$ cat config.mk
export PLATFORM = sky130hd
export DESIGN_NAME = q_weight_update_d
export DESIGN_NICKNAME = d
export VERILOG_FILES = /design/src/rtl/q_weight_update_d_pkg.sv /design/src/rtl/q_weight_update_d_mul.sv /design/src/rtl/q_weight_update_d.sv
export SDC_FILE = /design/constraint.sdc
export NUM_CORES = 1
export LEC_CHECK = 0
export BUFFER_PORTS_ARGS = -buffer_cell sky130_fd_sc_hd__buf_4
export CAP_MARGIN = 25
export CORE_MARGIN = 3
export CORE_UTILIZATION = 35
export CTS_BUF_LIST = sky130_fd_sc_hd__clkbuf_2
export DETAILED_ROUTE_END_ITERATION = 10
export PLACE_DENSITY_LB_ADDON = 0.08
export SYNTH_ARGS = -nofsm -noshare
export SYNTH_HDL_FRONTEND = slang
export SYNTH_SLANG_ARGS = --single-unit
$ cat constraint.sdc
create_clock -name clk -period 14.34 [get_ports clk]
set_input_delay 2.151 -clock clk [delete_from_list [all_inputs] [get_ports clk]]
set_output_delay 2.151 -clock clk [all_outputs]
set_load 0.005 [all_outputs]
$ cat src/rtl/q_weight_update_d_pkg.sv
// Shared types and constants for the spline-filter Q-weight update engine.
// Fixed-point defaults, index-width helper and the update FSM encoding.
package q_weight_update_d_pkg;

    localparam int QW_WIDTH = 16;
    localparam int QW_FRAC  = 13;

    function automatic int one_of(input int frac);
        return 1 << frac;
    endfunction

    localparam int QW_ONE = one_of(QW_FRAC);

    function automatic int sidx_w(input int q, input int q_ord);
        return $clog2(q + q_ord);
    endfunction

    typedef enum logic [2:0] {
        ST_IDLE,
        ST_U2,
        ST_U3,
        ST_MUE,
        ST_BASIS,
        ST_MAC,
        ST_COMMIT
    } state_t;

endpackage

$ cat src/rtl/q_weight_update_d_mul.sv
// Signed fixed-point multiply: round half up, drop FRAC bits, saturate.
// Purely combinational; the engine time-shares one instance.
module fxp_mul_sat #(
    parameter int WIDTH = 16,
    parameter int FRAC  = 13
) (
    input  logic signed [WIDTH-1:0] a,
    input  logic signed [WIDTH-1:0] b,
    output logic signed [WIDTH-1:0] y
);

    localparam int PW = 2 * WIDTH + 1;
    localparam logic signed [PW-1:0] HALF = PW'(1) <<< (FRAC - 1);

    logic signed [PW-1:0] prod;
    logic signed [PW-1:0] rnd;
    logic signed [PW-1:0] sh;
    logic [PW-WIDTH:0]    top;

    assign prod = PW'(a) * PW'(b);
    assign rnd  = prod + HALF;
    assign sh   = rnd >>> FRAC;
    assign top  = sh[PW-1:WIDTH-1];

    always_comb begin
        if (&top || ~|top) begin
            y = sh[WIDTH-1:0];
        end else if (sh[PW-1]) begin
            y = {1'b1, {(WIDTH-1){1'b0}}};
        end else begin
            y = {1'b0, {(WIDTH-1){1'b1}}};
        end
    end

endmodule

$ cat src/rtl/q_weight_update_d.sv
// Sequential Catmull-Rom weight update for the spline filter Q store.
// Only the COMMIT cycle writes new data; all other cycles pass old weights through.
module q_weight_update_d
    import q_weight_update_d_pkg::*;
#(
    parameter int WIDTH = QW_WIDTH,
    parameter int FRAC  = QW_FRAC,
    parameter int Q     = 13,
    parameter int Q_ORD = 4,
    localparam int SIDX = sidx_w(Q, Q_ORD)
) (
    input  logic                   clk,
    input  logic                   reset,
    input  logic                   start,
    input  logic [WIDTH-1:0]       e_in,
    input  logic [WIDTH-1:0]       mu_in,
    input  logic [WIDTH-1:0]       u_in,
    input  logic [SIDX-1:0]        span_ind_in,
    input  logic [Q_ORD*WIDTH-1:0] q_weight_old_packed,
    output logic [SIDX-1:0]        span_ind_write,
    output logic [SIDX-1:0]        span_ind_write_d,
    output logic [Q_ORD*WIDTH-1:0] q_update_packed,
    output logic                   busy,
    output logic                   done
);

    localparam int XW  = WIDTH + 3;
    localparam int ONE = (FRAC == QW_FRAC) ? QW_ONE : one_of(FRAC);
    localparam logic signed [XW-1:0] ONE2 = XW'(2 * ONE);

    typedef logic signed [WIDTH-1:0] fx_t;

    localparam fx_t FX_MAX = {1'b0, {(WIDTH-1){1'b1}}};
    localparam fx_t FX_MIN = {1'b1, {(WIDTH-1){1'b0}}};

    state_t          state;
    logic [1:0]      k;
    logic [SIDX-1:0] span_r;
    fx_t             e_r, mu_r, u_r;
    fx_t             u2_r, u3_r, mue_r;
    fx_t             g_r  [Q_ORD];
    fx_t             qn_r [Q_ORD];
    fx_t             q_old [Q_ORD];
    fx_t             mul_a, mul_b, mul_y;

    logic signed [XW-1:0] x1, x2, x3;
    logic signed [XW-1:0] b0, b1, b2, b3;
    logic signed [XW-1:0] mac_sum;

    function automatic fx_t sat_x(input logic signed [XW-1:0] v);
        logic [XW-WIDTH:0] hi;
        hi = v[XW-1:WIDTH-1];
        if (&hi || ~|hi) begin
            return v[WIDTH-1:0];
        end
        return v[XW-1] ? FX_MIN : FX_MAX;
    endfunction

    always_comb begin
        for (int i = 0; i < Q_ORD; i++) begin
            q_old[i] = q_weight_old_packed[i*WIDTH +: WIDTH];
        end
    end

    always_comb begin
        mul_a = '0;
        mul_b = '0;
        unique case (state)
            ST_U2:   begin mul_a = u_r;   mul_b = u_r;    end
            ST_U3:   begin mul_a = u2_r;  mul_b = u_r;    end
            ST_MUE:  begin mul_a = mu_r;  mul_b = e_r;    end
            ST_MAC:  begin mul_a = mue_r; mul_b = g_r[k]; end
            default: ;
        endcase
    end

    fxp_mul_sat #(
        .WIDTH (WIDTH),
        .FRAC  (FRAC)
    ) u_mul (
        .a (mul_a),
        .b (mul_b),
        .y (mul_y)
    );

    // Basis polynomials in shift/add form, halved arithmetically
    assign x1 = XW'(u_r);
    assign x2 = XW'(u2_r);
    assign x3 = XW'(u3_r);
    assign b0 = (-x3 + (x2 <<< 1) - x1) >>> 1;
    assign b1 = (x3 + (x3 <<< 1) - x2 - (x2 <<< 2) + ONE2) >>> 1;
    assign b2 = (-x3 - (x3 <<< 1) + (x2 <<< 2) + x1) >>> 1;
    assign b3 = (x3 - x2) >>> 1;

    assign mac_sum = XW'(q_old[k]) + XW'(mul_y);

    always_ff @(posedge clk) begin
        if (reset) begin
            state  <= ST_IDLE;
            k      <= 2'd0;
            busy   <= 1'b0;
            done   <= 1'b0;
            span_r <= '0;
        end else begin
            unique case (state)
                ST_IDLE: begin
                    done <= 1'b0;
                    if (start) begin
                        e_r    <= e_in;
                        mu_r   <= mu_in;
                        u_r    <= u_in;
                        span_r <= (span_ind_in > SIDX'(Q - 1))
                                  ? SIDX'(Q - 1) : span_ind_in;
                        k      <= 2'd0;
                        busy   <= 1'b1;
                        state  <= ST_U2;
                    end
                end
                ST_U2: begin
                    u2_r  <= mul_y;
                    state <= ST_U3;
                end
                ST_U3: begin
                    u3_r  <= mul_y;
                    state <= ST_MUE;
                end
                ST_MUE: begin
                    mue_r <= mul_y;
                    state <= ST_BASIS;
                end
                ST_BASIS: begin
                    g_r[0] <= sat_x(b0);
                    g_r[1] <= sat_x(b1);
                    g_r[2] <= sat_x(b2);
                    g_r[3] <= sat_x(b3);
                    state  <= ST_MAC;
                end
                ST_MAC: begin
                    qn_r[k] <= sat_x(mac_sum);
                    k       <= k + 2'd1;
                    if (k == 2'd3) begin
                        done  <= 1'b1;
                        state <= ST_COMMIT;
                    end
                end
                ST_COMMIT: begin
                    done  <= 1'b0;
                    busy  <= 1'b0;
                    state <= ST_IDLE;
                end
                default: state <= ST_IDLE;
            endcase
        end
    end

    always_comb begin
        q_update_packed = q_weight_old_packed;
        if (state == ST_COMMIT) begin
            for (int i = 0; i < Q_ORD; i++) begin
                q_update_packed[i*WIDTH +: WIDTH] = qn_r[i];
            end
        end
    end

    assign span_ind_write   = span_r;
    assign span_ind_write_d = span_r;

endmodule

==> results.md, run 1 <==
* Vias in the first global route at 21400
* Clock-pin slew on the worst setup and hold paths at 0.11 ns
* Async SR Flop Fraction at 0%
* Final hold slack at 0.515 ns
* Clk_skew at 0.146 ns
* Routed WL at 87100 um
* RSZ-0062 raised after global routing: false
* Peak supply drop at 226 uV
* Fin crit share at 91.6%
* NumNets Final at 3541
* Commonest non-fill, non-tap cell in the layout: inv_1
* Setup slack at placement at 1.22 ns
* Worst-margin pin slew at 0.997 ns
* Die height at 284 um
* Critical path class: register to register
* Predominant post-synthesis flop cell: edfxtp_1
* Vias at 20400
* GRT overflow at 0
* Crit start category: register
* Fin. max-slew vios at 0
* Worst-Skew Late Latency at 1.11 ns
* Wire per inst at 21.9 um
* Postcts setup bufs at 0
* Mean number of vias per cell at 5.13
* Drt first pass iters at 5
* Antenna Nets Post-Route at 0
* Antenna violations before repair at 2
* Total power at 0.00772 W
* # IOs at 196
* CP dominant cell by count: fa_1
* DRC viols at 0
* Initial Util at 35.5%
* Final Hold Vio Count at 0
* Critical Path Max Stage Delay at 0.90 ns
* Post-synthesis to final-layout area growth at 13.2%
* Initial DRC Count at 1232
* Syn nets at 3300
* Die width at 284 um
* CP max FO at 48
* Buffer type at the clock tree root: clkbuf_2
* Tot GR Track Use at 21.9%
* Final setup fails at 0
* Mapped cell area at 0.0271 mm2
* Yosys warning count at 0
* CP max stage cell: dfxtp_2
* Max Cap Violations at 0
* Fraction of layout cells with a size suffix above 1 at 18.5%
* Hpwl dp at 71600 um
* CP required at 15.27 ns
* Largest net degree at the start of global routing at 66
* Static power due to leakage at 13.5 nW
* Commonest cells after routing, fill and taps aside: inv_1 (431), fa_1 (342), nor2_1 (259)
* Clock Sinks at 238
* Worst setup margin at 1.20 ns
* Avg Cell Area, Syn at 10.2 um2
* Post-Syn Instances at 2649
* #FFs+latches synth at 238
* Die area at 0.0808 mm2
* Power per cell area at 252 mW/mm2
* F_max at 0.0761 GHz
* Crit. End Element: register
* Rel. slew slack at 33.3%
* DP Cell Count at 3844
* Crit path time final at 13.14 ns
* H-Tree Level Count at 3
* Max clock buf depth at 3
* Cell variety after synth at 89
* Worst Path Arrival at 14.07 ns
* Port bufs at 195
* PostCTS Resize Cnt at 0
* Cts hold-fix bufs at 0
* Gpl congestion at 0.864
* CTS tree: done
* Setup tns final at 0 ns
* Non-Filler Instances at 3973
* Number of flops mapped to enable cells by yosys at 224
* Placeable Area at 0.0763 mm2
* Status: finished, final reports clean
* Seq/Total Area, Yosys at 25.9%
* Min-delay worst type: register to register
* Row count at 101
* First-pass GRT wire length at 134000 um
* Num CTS Buffers at 72
-- report_power, final --
group          total, W  leakage (nW)  internal [W]  switching [W]
registers       0.00152          2.14       0.00143      0.0000820
clock network  0.000557         0.481      0.000211       0.000346
logic           0.00565          10.9       0.00218        0.00348
total           0.00772          13.5       0.00382        0.00390
-- metal layers --
layer,share of wire (%),wire length [um],track usage [%]
met1,46,39700,30.5
met4,2.0,1740,4.76
met3,5.8,5090,4.09
met2,47,40600,35.7
met5,0,0,0
-- area by class of cell --
type	count	area (um2)
fill	7722	45700
antenna	2	5.00
timing repair buffer	258	1950
inverter	432	1620
multi-input combinational	1888	18100
sequential	238	7010
clock inverter	25	153
clock buffer	100	500
tap	1030	1290
-- synthesized netlist by cell type, types with 14 or more instances --
master / count / area share (%)
or3_1: 15 / 0.35
mux2_2: 73 / 3.0
a31oi_1: 15 / 0.35
nor2_1: 260 / 3.6
xnor2_1: 82 / 2.7
inv_1: 431 / 6.0
ha_1: 189 / 8.7
o21ai_0: 81 / 1.5
fa_1: 342 / 25
edfxtp_1: 224 / 25
nor2b_1: 17 / 0.39
nand3_1: 30 / 0.55
nor3_1: 39 / 0.72
nand2_1: 168 / 2.3
o21a_1: 36 / 1.0
a21o_1: 55 / 1.5
a21oi_1: 131 / 2.4
a22oi_1: 15 / 0.42
a22o_1: 14 / 0.45
xor2_1: 35 / 1.1
and3_1: 18 / 0.42
mux4_2: 31 / 2.6
dfxtp_1: 14 / 1.0
nand2b_1: 27 / 0.62
nand4_1: 14 / 0.32
or2_2: 21 / 0.49
clkbuf_1: 70 / 0.97
-- per-stage QoR --
stage          utilization [%]  cell area, um2
2_1_floorplan                -           27100
3_3_place_gp              39.2           29900
3_5_place_dp              39.3           30000
4_1_cts                   40.1           30600
5_1_grt                   40.2           30700
6_report                  40.2           30700
-- worst max-delay path, delay by kind of cell (launching register included) --
family / cells / cell delay, ns
and+or+nand+nor: 11 / 3.20
AOI/OAI and AO/OA: 16 / 4.13
DFF: 1 / 0.90
adders and majority gates: 10 / 4.15
buffers and inverters: 6 / 0.50
-- path summary, 6_finish.rpt --
check	cells after the start	start	to	slack [ns]
setup / recovery	43	state[1]$_SDFFE_PP0P_	qn_r[0][14]$_DFFE_PP_	1.20
hold / removal	1	span_ind_write[4]$_SDFFE_PP0P_	span_ind_write[4]$_SDFFE_PP0P_	0.52
setup reg to reg	43	state[1]$_SDFFE_PP0P_	qn_r[0][14]$_DFFE_PP_	1.20
hold reg to reg	1	span_ind_write[4]$_SDFFE_PP0P_	span_ind_write[4]$_SDFFE_PP0P_	0.52
-- registers in the layout, summed over array words and instances, names as in the netlist, named ones only --
name	count
mue_r	16
u3_r	16
done	1
busy	1
k	2
mu_r	16
u_r	16
g_r	64
span_ind_write	5
state	3
e_r	16
qn_r	64
u2_r	16
-- kinds of logic (layout without fill, tap and decap cells) --
group                      Yosys count  count (layout)  share of synthesized area (%)
and+or+nand+nor                    663             663                           11.5
muxes                              117             117                           6.10
DFF                                238             238                           25.9
other                                0               2                              0
xor gates and xnor gates           117             117                           3.78
AOI/OAI and AO/OA                  460             460                           11.3
adders and majority gates          531             531                           34.0
buffers and inverters              523             815                           7.46
(Power assumes the default switching activity.)
==> run 2: changes to the inputs <==
Settings changed: ABC_AREA set to 1, REMOVE_ABC_BUFFERS set to 1.
==> results.md, run 2 <==
* Fin. max-slew vios at 0 (unchanged)
* Placement Cell Area at 0.0297 mm2 (-0.91%)
* Critical path origin: state[0]$_SDFFE_PP0P_
* Hold wc startpoint: busy$_SDFFE_PP0P_
* Share of Yosys cell area claimed by the top area cell type at 25.5% (+0.21 points)
* Mean number of vias per cell at 4.92 (-4.0%)
* Top flop regs: g_r (64), qn_r (64)
* Async SR Flop Fraction at 0% (unchanged)
* Setup tns final at 0 ns (unchanged)
* Row count at 100 (-0.99%)
* GRT overflow at 0 (unchanged)
* Worst reg-to-reg setup slack at 1.56 ns (+0.36 ns)
* Clk_skew at 0.110 ns (-0.0360 ns)
* CP top delay family: adder cells
* Final core occ at 40.5% (+0.28 points)
* DRC viols at 0 (unchanged)
* Yosys warning count at 0 (unchanged)
* Status: finished, final reports clean
* Worst Reg2Reg Path Length in Cells at 56 (+30%)
* Synth top cells by count: nand2_1 (646), inv_1 (583), fa_1 (342)
* WHS Path Cells at 2 (+1)
* R2r startpoint: state[0]$_SDFFE_PP0P_
* Area leader, netlist: fa_1
* Placeable Area at 0.0752 mm2 (-1.5%)
* Postcts setup bufs at 0 (unchanged)
* Vias in the first global route at 22700 (+6.2%)
* Worst-Skew Late Latency at 1.04 ns (-0.07 ns)
* Final Hold Vio Count at 0 (unchanged)
* Power per cell area at 216 mW/mm2 (-14%)
* Crit path time final at 12.78 ns (-0.356 ns)
* Worst Path Arrival at 13.50 ns (-0.57 ns)
* Num CTS Buffers at 70 (-2.8%)
* DP Cell Count at 4265 (+11%)
* Non-Filler Instances at 4395 (+11%)
* Drt first pass iters at 6 (+1)
* Antenna Nets Post-Route at 0 (unchanged)
* Port bufs at 195 (unchanged)
* CP dominant cell by count: nand2_1
* PostCTS Resize Cnt at 0 (unchanged)
* # IOs at 196 (unchanged)
* Clock Sinks at 238 (unchanged)
* Hpwl dp at 73700 um (+3.0%)
* Crit. End Element: register
* Area contributors post-synth: fa_1 (25%), edfxtp_1 (25%), nand2_1 (9.0%)
* Die area at 0.0801 mm2 (-0.81%)
* Cts hold-fix bufs at 0 (unchanged)
* Tot GR Track Use at 22.4% (+0.47 points)
* Crit path buffers/inverters at 11 (+5)
* Gpl congestion at 0.914 (+5.9%)
* NumNets Final at 3971 (+12%)
* Routed WL at 89200 um (+2.4%)
* Critical Path Max Stage Delay at 0.79 ns (-0.11 ns)
* Peak supply drop at 184 uV (-19%)
* Post-Syn Instances at 3083 (+16%)
* Fin crit share at 89.1% (-2.5 points)
* Worst-margin pin slew at 0.982 ns (-0.0149 ns)
* Clock-pin slew on the worst setup and hold paths at 0.08 ns (-0.03 ns)
* Rel. slew slack at 34.3% (+0.96 points)
* CP max stage cell: a221oi_1
* Hold Crit Endpoint: busy$_SDFFE_PP0P_
* Final setup fails at 0 (unchanged)
* Initial Util at 35.7% (+0.23 points)
* RSZ-0062 raised after global routing: false
* Seq/Total Area, Yosys at 26.1% (+0.22 points)
* Commonest cells after routing, fill and taps aside: nand2_1 (646), inv_1 (582), fa_1 (342)
* Min-delay worst type: register to register
* #FFs+latches synth at 238 (unchanged)
* Reg-to-reg endpoint: qn_r[2][4]$_DFFE_PP_
* First-pass GRT wire length at 139000 um (+3.2%)
* Avg Cell Area, Syn at 8.71 um2 (-15%)
* CP required at 15.05 ns (-0.22 ns)
* Initial DRC Count at 1434 (+16%)
* Max Cap Violations at 0 (unchanged)
* Mapped cell area at 0.0269 mm2 (-0.83%)
* Crit start category: register
* Largest net degree at the start of global routing at 68 (+3.0%)
* Die width at 283 um (-0.41%)
* Predominant post-synthesis flop cell: edfxtp_1
* Die height at 283 um (-0.41%)
* Static power due to leakage at 14.7 nW (+8.7%)
* CP max FO at 18 (-63%)
* Fraction of layout cells with a size suffix above 1 at 13.6% (-5.0 points)
* Max clock buf depth at 3 (unchanged)
* Vias at 21600 (+6.2%)
* Buffer type at the clock tree root: clkbuf_2
* Critical path class: register to register
* Commonest non-fill, non-tap cell in the layout: nand2_1
* Wire per inst at 20.3 um (-7.5%)
* Antenna violations before repair at 4 (+2)
* Post-synthesis to final-layout area growth at 13.3% (about the same)
* Most frequent cell after synthesis: nand2_1
* CTS tree: done
* H-Tree Level Count at 3 (unchanged)
* F_max at 0.0782 GHz (+2.8%)
* Design area at 0.0304 mm2 (-0.79%)
* Number of flops mapped to enable cells by yosys at 224 (unchanged)
* Cell variety after synth at 58 (-35%)
[run 2: changes by cell type after synthesis, moves of 24 or more]
cell	change
nand2_1	+478
inv_1	+152
mux2_2	-73
a21o_1	-50
nor2_1	+47
xnor2_1	-45
xor2_1	+42
nand3_1	+39
o21a_1	-32
mux4_2	-31
nand2b_1	-27
a221oi_1	+26
o21ai_0	+24
[run 2: cell type report]
type	instances	area [um2]
Antenna cell	4	10.0
Clock buffer	98	490
Clock inverter	25	166
Fill cell	7680	44800
Inverter	594	2230
Multi-Input combinational cell	2167	17300
Sequential cell	238	7010
Tap cell	1020	1280
Timing Repair Buffer	249	1890
[run 2: worst max path at each step]
stage / to / cells after the start
after global placement: qn_r[0][1]$_DFFE_PP_ / 53
after global routing: qn_r[1][10]$_DFFE_PP_ / 50
after floorplan: qn_r[0][10]$_DFFE_PP_ / 55
final: qn_r[2][4]$_DFFE_PP_ / 56
after CTS: qn_r[0][4]$_DFFE_PP_ / 49
after detailed placement: qn_r[1][1]$_DFFE_PP_ / 49
[run 2: cells by family (layout without fill, tap and decap cells)]
kind of cell | Yosys count | count (layout) | synth area share (%)
XOR/XNOR | 117 | 117 | 3.90
buffers and inverters | 678 | 966 | 9.69
other | 0 | 4 | 0
adder cells (fa/ha/maj) | 531 | 531 | 34.3
AND/OR/NAND/NOR | 1131 | 1131 | 17.6
AO/OA/AOI/OAI | 388 | 388 | 8.46
flip-flops | 238 | 238 | 26.1
[run 2: per-stage QoR]
step                      worst slack [ns]  hold slack [ns]  power, W
final                                 1.56            0.474   0.00657
after global routing                 0.476            0.498   0.00728
after CTS                             1.51            0.477   0.00664
after global placement                1.29            0.460   0.00598
after detailed placement              1.60            0.462   0.00602
after floorplan                       3.19            0.451   0.00456
[run 2: tightest hold or removal path: stages (launching register included)]
cell	delay (ns)
dfxtp_1	0.32
nand2_1	0.06
a21oi_1	0.05
[run 2: where the power goes]
group	switching, W	internal [W]
Combinational	0.00309	0.00153
Sequential	0.0000466	0.00135
Clock	0.000323	0.000223
[run 2: routing by layer]
metal / vias to the layer above / GRT usage [%] / wire, um
met5: - / 0 / 17
met1: 10600 / 32.3 / 42400
met4: 2 / 4.65 / 1390
met2: 690 / 34.8 / 39700
li1: 10200 / - / -
met3: 90 / 4.74 / 5720
==> run 3: changes to the inputs <==
Settings changed: CAP_MARGIN 25 to 40, CORE_UTILIZATION 35 to 60.
==> results.md, run 3 (synthesized netlist as in run 2, its figures left out) <==
* Status: finished, final reports clean
* Vias at 22300 (+3.3%)
* Crit start category: register
* Peak supply drop at 233 uV (+26%)
* Crit. End Element: register
* CP max stage cell: dfxtp_1
* Fillers at 3589 (-53%)
* Setup tns final at 0 ns (unchanged)
* DP Cell Count at 3825 (-10%)
* Initial Util at 61.5% (+26 points)
* Worst Path Arrival at 13.51 ns (about the same)
* Clock Sinks at 238 (unchanged)
* Clock-pin slew on the worst setup and hold paths at 0.11 ns (+0.03 ns)
* Gpl congestion at 0.962 (+5.2%)
* Fin crit share at 89.5% (+0.34 points)
* Antenna Nets Post-Route at 0 (unchanged)
* Largest net degree at the start of global routing at 68 (unchanged)
* F_max at 0.0779 GHz (-0.38%)
* Top flop regs: g_r (64), qn_r (64)
* Crit path buffers/inverters at 12 (+1)
* Antenna violations before repair at 2 (-2)
* Max clock buf depth at 3 (unchanged)
* # IOs at 196 (unchanged)
* Final hold slack at 0.485 ns (+0.0112 ns)
* Row count at 76 (-24%)
* Critical Path Max Stage Delay at 0.64 ns (-0.15 ns)
* NumNets Final at 3960 (-0.28%)
* CP max FO at 24 (+6)
* CP top delay family: adder cells
* Fin. max-slew vios at 0 (unchanged)
* Commonest cells after routing, fill and taps aside: nand2_1 (646), inv_1 (582), fa_1 (342)
* Final core occ at 68.3% (+28 points)
* PostCTS Resize Cnt at 0 (unchanged)
* Initial DRC Count at 2150 (+50%)
* Power per cell area at 219 mW/mm2 (+1.3%)
* Num CTS Buffers at 66 (-5.7%)
* Critical path class: register to register
* Worst-margin pin slew at 0.941 ns (-0.0409 ns)
* Crit path time final at 12.83 ns (+0.0487 ns)
* Worst-Skew Late Latency at 1.03 ns (about the same)
* Die width at 218 um (-23%)
* Non-Filler Instances at 3944 (-10%)
* Tot GR Track Use at 34.6% (+12 points)
* Post-synthesis to final-layout area growth at 10.9%
* Clk_skew at 0.113 ns (+0.00281 ns)
* Placeable Area at 0.0436 mm2 (-42%)
* Commonest non-fill, non-tap cell in the layout: nand2_1
* Rel. slew slack at 37.0% (+2.7 points)
* Die height at 218 um (-23%)
* Port bufs at 195 (unchanged)
* Total power at 0.00652 W (-0.80%)
* Buffer type at the clock tree root: clkbuf_2
* Min-delay worst type: register to register
* CP dominant cell by count: nand2_1
* Final Hold Vio Count at 0 (unchanged)
* Drt first pass iters at 5 (-1)
* Static power due to leakage at 14.6 nW (-0.34%)
* Max Cap Violations at 0 (unchanged)
* H-Tree Level Count at 3 (unchanged)
* Mean number of vias per cell at 5.67 (+15%)
* First-pass GRT wire length at 126000 um (-9.3%)
* DRC viols at 0 (unchanged)
* CTS tree: done
* Die area at 0.0473 mm2 (-41%)
* Routed WL at 79700 um (-11%)
* Vias in the first global route at 22800 (+0.44%)
* Hpwl dp at 65300 um (-11%)
* CP required at 15.02 ns (-0.03 ns)
* Postcts setup bufs at 0 (unchanged)
* RSZ-0062 raised after global routing: false
* Wire per inst at 20.2 um (-0.41%)
* GRT overflow at 0 (unchanged)
* Final setup fails at 0 (unchanged)
* Cts hold-fix bufs at 0 (unchanged)
* Fraction of layout cells with a size suffix above 1 at 13.1% (-0.45 points)
==> run 3: layout make-up <==
type	instances	area [um2]	area share, %
clock buffer	90	450	1.51
inverter	594	2230	7.50
antenna	3	7.51	0.0252
clock inverter	25	165	0.554
sequential	238	7010	23.5
multi-input combinational	2167	17300	58.1
timing repair buffer	242	1880	6.32
tap	585	732	2.46
==> run 3: path summary, 6_finish.rpt <==
kind / cells after the start / slack, ns / from / endpoint
min: 2 / 0.49 / busy$_SDFFE_PP0P_ / busy$_SDFFE_PP0P_
min reg2reg: 2 / 0.49 / busy$_SDFFE_PP0P_ / busy$_SDFFE_PP0P_
max reg2reg: 56 / 1.51 / state[0]$_SDFFE_PP0P_ / qn_r[2][2]$_DFFE_PP_
max: 56 / 1.51 / state[0]$_SDFFE_PP0P_ / qn_r[2][2]$_DFFE_PP_
==> run 3: per-stage QoR <==
| step | setup slack [ns] | cell area [um2] |
|---|---|---|
| 6_report | 1.51 | 29800 |
| 5_1_grt | 0.518 | 29800 |
| 4_1_cts | 1.72 | 29800 |
| 3_5_place_dp | 1.84 | 29200 |
| 3_3_place_gp | 1.48 | 29000 |
| 2_1_floorplan | 3.19 | 26500 |
==> run 3: power by group <==
part           switching [W]  leakage [nW]  internal [W]
Sequential         0.0000423          2.14       0.00135
Clock               0.000307         0.457      0.000209
Combinational        0.00310          12.0       0.00151
Total                0.00344          14.6       0.00308
==> run 3: worst reg2reg max path: cells and delay by family, from the launching register on <==
kind,cells,cell delay [ns]
flip-flops,1,0.64
XOR/XNOR,1,0.19
AO/OA/AOI/OAI,9,2.25
adder cells (fa/ha/maj),9,3.95
AND/OR/NAND/NOR,25,3.67
buffers and inverters,12,1.79
==> run 3: layer usage <==
layer	global-route usage, %	part of all wire, %	routed length (um)	up-vias
met5	0	0	0	-
met4	11.7	3.4	2670	0
met3	10.5	11	9000	139
met2	52.6	44	34900	1184
met1	47.6	42	33100	10800
li1	-	-	-	10200
